$ cat src/rtl/byte_a_palabra.sv
// Byte-to-word receive converter: packs a byte stream into 32/16/8-bit words selected by PCLK.
// Optional comma alignment (8'hBC) is enabled by defining BYTE_A_PALABRA_ALIGN_EN.
module byte_a_palabra (
  input  logic        CLK,
  input  logic        RESET_L,
  input  logic        ENB,
  input  logic [1:0]  PCLK,
  input  logic [7:0]  in_8,
  input  logic        valid_in,
  output logic [31:0] out_32,
  output logic        valid_out,
  output logic        partial
);

  localparam int BYTE_W = 8;
  localparam int WORD_W = 32;

  typedef enum logic {
    IDLE    = 1'b0,
    COLLECT = 1'b1
  } state_t;

  state_t              state_q, state_d;
  logic [2:0]          cnt_q, cnt_d;
  logic [WORD_W-1:0]   acc_q, acc_d;
  logic [1:0]          mode_q;
  logic [WORD_W-1:0]   out_d;
  logic                valid_d;
  logic                partial_d;

  logic [2:0]          n_bytes;
  logic [2:0]          base_cnt;
  logic [2:0]          cnt_inc;
  logic [WORD_W-1:0]   base_acc;
  logic [WORD_W-1:0]   acc_sh;
  logic                take;

`ifdef BYTE_A_PALABRA_ALIGN_EN
  localparam logic [BYTE_W-1:0] COMMA = 8'hBC;
  logic aligned_q, aligned_d;
`endif

  always_comb begin
    unique case (PCLK)
      2'b01:   n_bytes = 3'd2;
      2'b10:   n_bytes = 3'd1;
      default: n_bytes = 3'd4;
    endcase
  end

  // NOTE: every combinational output gets a default first, so no path leaves a latch behind.
  always_comb begin
    cnt_d     = cnt_q;
    acc_d     = acc_q;
    out_d     = out_32;
    valid_d   = 1'b0;
    base_cnt  = cnt_q;
    base_acc  = acc_q;
    acc_sh    = '0;
    cnt_inc   = '0;
    take      = 1'b0;
`ifdef BYTE_A_PALABRA_ALIGN_EN
    aligned_d = aligned_q;
`endif

    if (!ENB) begin
      cnt_d = '0;
      acc_d = '0;
      out_d = '0;
`ifdef BYTE_A_PALABRA_ALIGN_EN
      aligned_d = 1'b0;
`endif
    end else begin
      // A width change mid-word invalidates the bytes gathered so far.
      if (state_q == COLLECT && PCLK != mode_q) begin
        base_cnt = '0;
        base_acc = '0;
      end
`ifdef BYTE_A_PALABRA_ALIGN_EN
      take = valid_in && (aligned_q || in_8 == COMMA);
      if (valid_in && in_8 == COMMA) begin
        aligned_d = 1'b1;
        base_cnt  = '0;
        base_acc  = '0;
      end
`else
      take = valid_in;
`endif
      cnt_d = base_cnt;
      acc_d = base_acc;
      if (take) begin
        acc_sh  = {base_acc[WORD_W-BYTE_W-1:0], in_8};
        cnt_inc = base_cnt + 3'd1;
        if (cnt_inc == n_bytes) begin
          // Accumulator restarts from zero, so narrow words come out zero-extended.
          out_d   = acc_sh;
          valid_d = 1'b1;
          cnt_d   = '0;
          acc_d   = '0;
        end else begin
          cnt_d = cnt_inc;
          acc_d = acc_sh;
        end
      end
    end

    state_d   = (cnt_d != 3'd0) ? COLLECT : IDLE;
    partial_d = (cnt_d != 3'd0);
  end

  // NOTE: sequential state uses non-blocking assignments so all registers update together.
  always_ff @(posedge CLK or negedge RESET_L) begin
    if (!RESET_L) begin
      state_q   <= IDLE;
      cnt_q     <= '0;
      acc_q     <= '0;
      mode_q    <= 2'b00;
      out_32    <= '0;
      valid_out <= 1'b0;
      partial   <= 1'b0;
    end else begin
      state_q   <= state_d;
      cnt_q     <= cnt_d;
      acc_q     <= acc_d;
      mode_q    <= PCLK;
      out_32    <= out_d;
      valid_out <= valid_d;
      partial   <= partial_d;
    end
  end

`ifdef BYTE_A_PALABRA_ALIGN_EN
  always_ff @(posedge CLK or negedge RESET_L) begin
    if (!RESET_L) aligned_q <= 1'b0;
    else          aligned_q <= aligned_d;
  end
`endif

endmodule

$ cat config.mk
export PLATFORM = sky130hd
export DESIGN_NAME = byte_a_palabra
export DESIGN_NICKNAME = d
export VERILOG_FILES = /design/src/rtl/byte_a_palabra.sv
export SDC_FILE = /design/constraint.sdc
export NUM_CORES = 1
export LEC_CHECK = 0
export CORE_MARGIN = 5
export CORE_UTILIZATION = 58
export DETAILED_ROUTE_END_ITERATION = 16
export GPL_TIMING_DRIVEN = 0
export PLACE_DENSITY = 0.84
export RECOVER_POWER = 25
export SYNTH_ARGS = -nofsm -noshare
export SYNTH_HDL_FRONTEND = slang
export SYNTH_SLANG_ARGS = --single-unit
$ cat constraint.sdc
create_clock -name CLK -period 8.5 [get_ports CLK]
set_clock_uncertainty 0.2 [all_clocks]
set_input_delay 0.85 -clock CLK [delete_from_list [all_inputs] [get_ports CLK]]
set_output_delay 0.85 -clock CLK [all_outputs]
set_load 0.05 [all_outputs]
Yosys cells after proc, flatten, opt, wreduce, memory -nomap -nowiden --
Index checks and enable logic that the tools add are counted.
Cells by class: eq/ne operators 6, mux-type cells 17, $add $sub $neg 1, reduce and logical (&&, ||, !) cells 3
Operators with widths (number):
- $mux 24 | 4
- $mux 32 | 3
- $mux 3 | 5
- $pmux 3 s2 | 1
- $mux 1 | 4
- $ne 2x1->1 const B | 2
- $add 3x1->3 const B | 1
- $eq 3x3->1 | 1
- $reduce_bool 3->1 | 1
- $eq 2x1->1 const B | 1
- $eq 2x2->1 const B | 1
- $ne 2x2->1 | 1
- $reduce_and 2->1 | 1
- $logic_and 1x1->1 | 1
Word-level totals: output and inout port bits 34, bits in registers 64

Depth between registers and ports, before layout --
depth after elaboration 11, mapped depth 11, mapped depth without buffers 8

Worst setup path before layout --
Ideal clock, no wire load.
kind input to register, start in PCLK[1], end reg out_32[23], stages 10, data required time 8220 ps, data arrival time 3149 ps, path slack 5071 ps, cells stage by stage xor2_1 -> o21ai_1 -> buf_2 -> and2_1 -> ha_1 -> xor2_1 -> a211o_1 -> buf_6 -> or4_4 -> o211ai_2
Between the ends: word-level cells in the longest chain between the ends 8
Ends and longest elaborated chain:
- start, declared | RTL line 7 | input logic [1:0] PCLK,
- $ne 2x2->1 | RTL line 75 | if (state_q == COLLECT && PCLK != mode_q) begin
- $logic_and 1x1->1 | RTL line 75
- $mux 3 | RTL line 75
- $mux 3 | RTL line 66 | if (!ENB) begin
- $add 3x1->3 | RTL line 93 | cnt_inc = base_cnt + 3'd1;
- $eq 3x3->1 | RTL line 94 | if (cnt_inc == n_bytes) begin
- $ne 2x1->1 (no line)
- $reduce_and 2->1 (no line)
- end signal, assigned | RTL line 126 | out_32 <= out_d;
- end, declared | RTL line 10 | output logic [31:0] out_32,
Several ways; a longest one is shown, not always the timed one. The select of a mux whose other input is x is not followed. A chain may end at the register's enable or synchronous reset.

Final worst setup path --
start in PCLK[1], end reg acc_q[5]
Between the ends: word-level cells in the longest chain between the ends 9
Ends and longest elaborated chain:
- $ne 2x2->1 | RTL line 75
- $logic_and 1x1->1 | RTL line 75
- $mux 3 | RTL line 75
- $mux 3 | RTL line 66
- $add 3x1->3 | RTL line 93
- $eq 3x3->1 | RTL line 94
- $mux 24 | RTL line 94
- $mux 24 (*) | RTL line 91 | if (take) begin
- $mux 24 (*) | RTL line 66
- named net acc_d[5] | RTL line 25 | logic [WORD_W-1:0] acc_q, acc_d;
- end signal, assigned | RTL line 116 | acc_q <= '0;
- end signal, assigned | RTL line 124 | acc_q <= acc_d;
- end, declared | RTL line 25
Mark *: on every way through the listed nets, which the timed path passes. The rest lies on a longest branch. The select of a mux whose other input is x is not followed.

==> flow_summary_export.csv <==
group,metric,value,unit
outcome,status,"complete, but fails checks",
outcome,failed_checks,"max-capacitance violations, max-slew violations",
power_and_ir_drop,power.leakage,1.71,nW
global_route,grt_pass1_wl,14600,um
finish,fin_util,0.738,
sta,drv_slew,38,
sta,finalCritPeriodShare,0.501,
clock_network,insertion_delay,0.35,ns
critical_path,critPathKind,"primary input to flop",
worst_hold_path,whs_path_depth,2,
global_route,track_usage,0.254,
synthesis,yosysWarnings,0,
drt,via_count,3080,
synthesis,syn_avg_cell_area,9.84,sq um
drt,drc,0,
global_route,grt_max_degree,38,
power_and_ir_drop,p_seq_frac,0.427,
clock_network,clk_pin_slew,0.07,ns
die,initial_utilization,0.595,
clock_network,cts_tree,"built",
critical_path,cp-end-kind,"flop",
die,die_w,85.2,um
placed_design,placed_area,3840,sq um
power_and_ir_drop,swShare,0.266,
power_and_ir_drop,p_switching,0.197,mW
critical_path,cp_max_fo,10,
die,die-height,85.2,um
power_and_ir_drop,vdd_drop_max,0.000107,V
power_and_ir_drop,comb_power_share,0.142,
critical_path,cp.arrival,4.30,ns
drt,via_per_inst,6.58,
global_route,grt_pass1_vias,2905,
finish,antenna_cells,0,
clock_network,cts_buffers,9,
synthesis,synth_area,3280,sq um
power_and_ir_drop,p_per_area,182,nW/um^2
synthesis,syn_nets,350,
critical_path,reg2reg_depth,10,
synthesis,synth_seq_cells,63,
die,die-area,7250,sq um
drt,drtIter0Drc,326,
sta,setup_violations,0,
synthesis,synth_seq_area_share,0.481,
drt,ant_nets,0,
sta,slew_headroom,-0.274,
finish,fin_area,4060,sq um
sta,max_freq,235,MHz
placed_design,gp_congestion,0.920,
finish,mostFrequentLayoutCell,"nand3_1",
sta,rsz0062_at_grt,"no",
synthesis,synth_cell_type_count,35,
drt,drt_wl_total,8830,um
clock_network,cts_setup_buffers,0,
clock_network,cts_sinks,63,
clock_network,cts_resized,0,
critical_path,cp-start-kind,"primary input",
die,coreArea,5510,sq um
critical_path,reg2reg_to,"acc_q[5]$_DFF_PN0_",
clock_network,cts_root_buffer,"clkbuf_8",
synthesis,synth_cells,333,
worst_hold_path,min_from,"acc_q[17]$_DFF_PN0_",
clock_network,cts_buffer_depth,2,
run,max-cap-violations,1,
critical_path,rrSetupSlack,5.00,ns
finish,area_delta_synth_final,24.0,%
clock_network,htree_levels,3,
critical_path,r2r-start,"mode_q[0]$_DFF_PN0_",
global_route,overflow,0,
finish,final_cell_mix,"nand3_1, dfrtp_1, clkdlybuf4s50_1",
placed_design,place_hpwl,6020,um
critical_path,crit_required,8.53,ns
drt,wire_per_inst,18.9,um
placed_design,port_buffers,46,
sta,tns,0,ns
power_and_ir_drop,power.share.clock,0.431,
sta,period_minus_slack,4.26,ns
finish,nets,408,
sta,hold_viol,0,
clock_network,postCtsHoldBufs,0,
finish,layout-drive-gt1-share,0.0808,
drt,firstDrtPassIters,5,
global_route,antenna_found_initial,0,
worst_hold_path,holdPathEnd,"acc_q[17]$_DFF_PN0_",
worst_hold_path,hp-class,"flop to flop",
die,num_rows,27,
power_and_ir_drop,internal_power,0.543,mW
sta,tightest_slew,1.91,ns
die,ioPinCount,48,
cell usage after synthesis:
library cell  number  area share
o221a_2            1      0.0034
a41o_1             1      0.0031
clkbuf_1          25       0.029
a2111oi_4          1      0.0084
or4_4              1      0.0034
and3_1             1      0.0019
or3_1              1      0.0019
a221oi_1          11       0.029
clkbuf_2           1      0.0015
o2111ai_1         32       0.086
a211oi_1           1      0.0023
dfrtp_1           63        0.48
buf_2             11       0.017
nand2_1           21       0.024
a21o_1             1      0.0023
a21boi_2           1      0.0034
inv_1              6      0.0069
xnor2_1            4       0.011
o211ai_1           8       0.018
a211o_1            1      0.0027
ha_1               3       0.011
buf_6              1      0.0034
o21a_1             1      0.0023
nor3_1             1      0.0015
o21ai_1            4      0.0061
xor2_1             4       0.011
a21boi_1           1      0.0023
and2_1             2      0.0038
nand4_1           23       0.044
a21oi_1            1      0.0015
nand3_1           65       0.099
mux2i_1           16       0.049
o211ai_2           2      0.0076
o311ai_0           1      0.0027
nor2_1            16       0.018
metrics by stage:
| stage | setup WS (ns) | power (mW) | hold slack [ns] | instances |
|---|---|---|---|---|
| after global routing | 4.07 | 0.763 | 0.365 | 468 |
| final | 4.24 | 0.739 | 0.333 | 468 |
| after floorplan | 5.07 | 0.386 | 0.282 | 333 |
| after CTS | 4.41 | 0.740 | 0.332 | 468 |
| after global placement | 4.17 | 0.422 | 0.312 | 451 |
| after detailed placement | 4.07 | 0.425 | 0.321 | 452 |
cell type report:
type / count / area, sq um
fillers: 403 / 1440
repair buffers: 47 / 458
clock inverters: 3 / 90.1
well taps: 72 / 90.1
inverters: 6 / 22.5
flip-flops and latches: 63 / 1580
plain buffers: 38 / 165
clock buffers: 13 / 149
multi-input cells: 226 / 1510
cell families (layout without fill, tap and decap cells):
family                   after synthesis  after routing  synth area share
buffers and inverters                 44            107            0.0573
adder cells (fa/ha/maj)                3              3            0.0115
multiplexers                          16             16            0.0489
XOR/XNOR                               8              8            0.0214
flip-flops                            63             63             0.481
AND/OR/NAND/NOR                      131            131             0.198
AO/OA/AOI/OAI                         68             68             0.181
flip-flops by register name, summed over array words and instances (netlist names):
signal and cells:
acc_q 24, cnt_q 3, mode_q 2, out_32 32
partial 1, valid_out 1
power groups by stage:
stage / Sequential, mW / Combinational, mW / Clock, mW
after floorplan: 0.330 / 0.0560 / 0
after global placement: 0.321 / 0.101 / 0
after detailed placement: 0.321 / 0.104 / 0
after CTS: 0.315 / 0.105 / 0.320
after global routing: 0.316 / 0.113 / 0.333
final: 0.316 / 0.105 / 0.319
worst max path at each step:
stage / start / endpoint / slack (ns) / cells past startpoint
after floorplan: PCLK[1] / out_32[23]$_DFFE_PN0P_ / 5.07 / 10
after global placement: PCLK[1] / acc_q[1]$_DFF_PN0_ / 4.17 / 11
after detailed placement: PCLK[1] / acc_q[5]$_DFF_PN0_ / 4.07 / 11
after CTS: PCLK[1] / acc_q[1]$_DFF_PN0_ / 4.41 / 11
after global routing: PCLK[1] / acc_q[1]$_DFF_PN0_ / 4.07 / 11
final: PCLK[1] / acc_q[5]$_DFF_PN0_ / 4.24 / 11
worst max-delay path, cell delays in order:
cell	delay, ns
dlygate4sd3_1	0.60
xor2_1	0.21
o21ai_1	0.43
buf_2	0.31
and2_1	0.16
ha_1	0.26
xor2_1	0.19
o21ai_1	0.51
o21ai_1	0.19
buf_2	0.25
a221oi_1	0.35
metal layers:
metal,up-vias,GRT usage,share of wire
li1,1401,-,-
met1,1476,0.359,0.43
met2,168,0.367,0.45
met3,35,0.0553,0.088
met4,0,0.127,0.030
met5,-,0,0
Power figures use the tool's default switching activity.
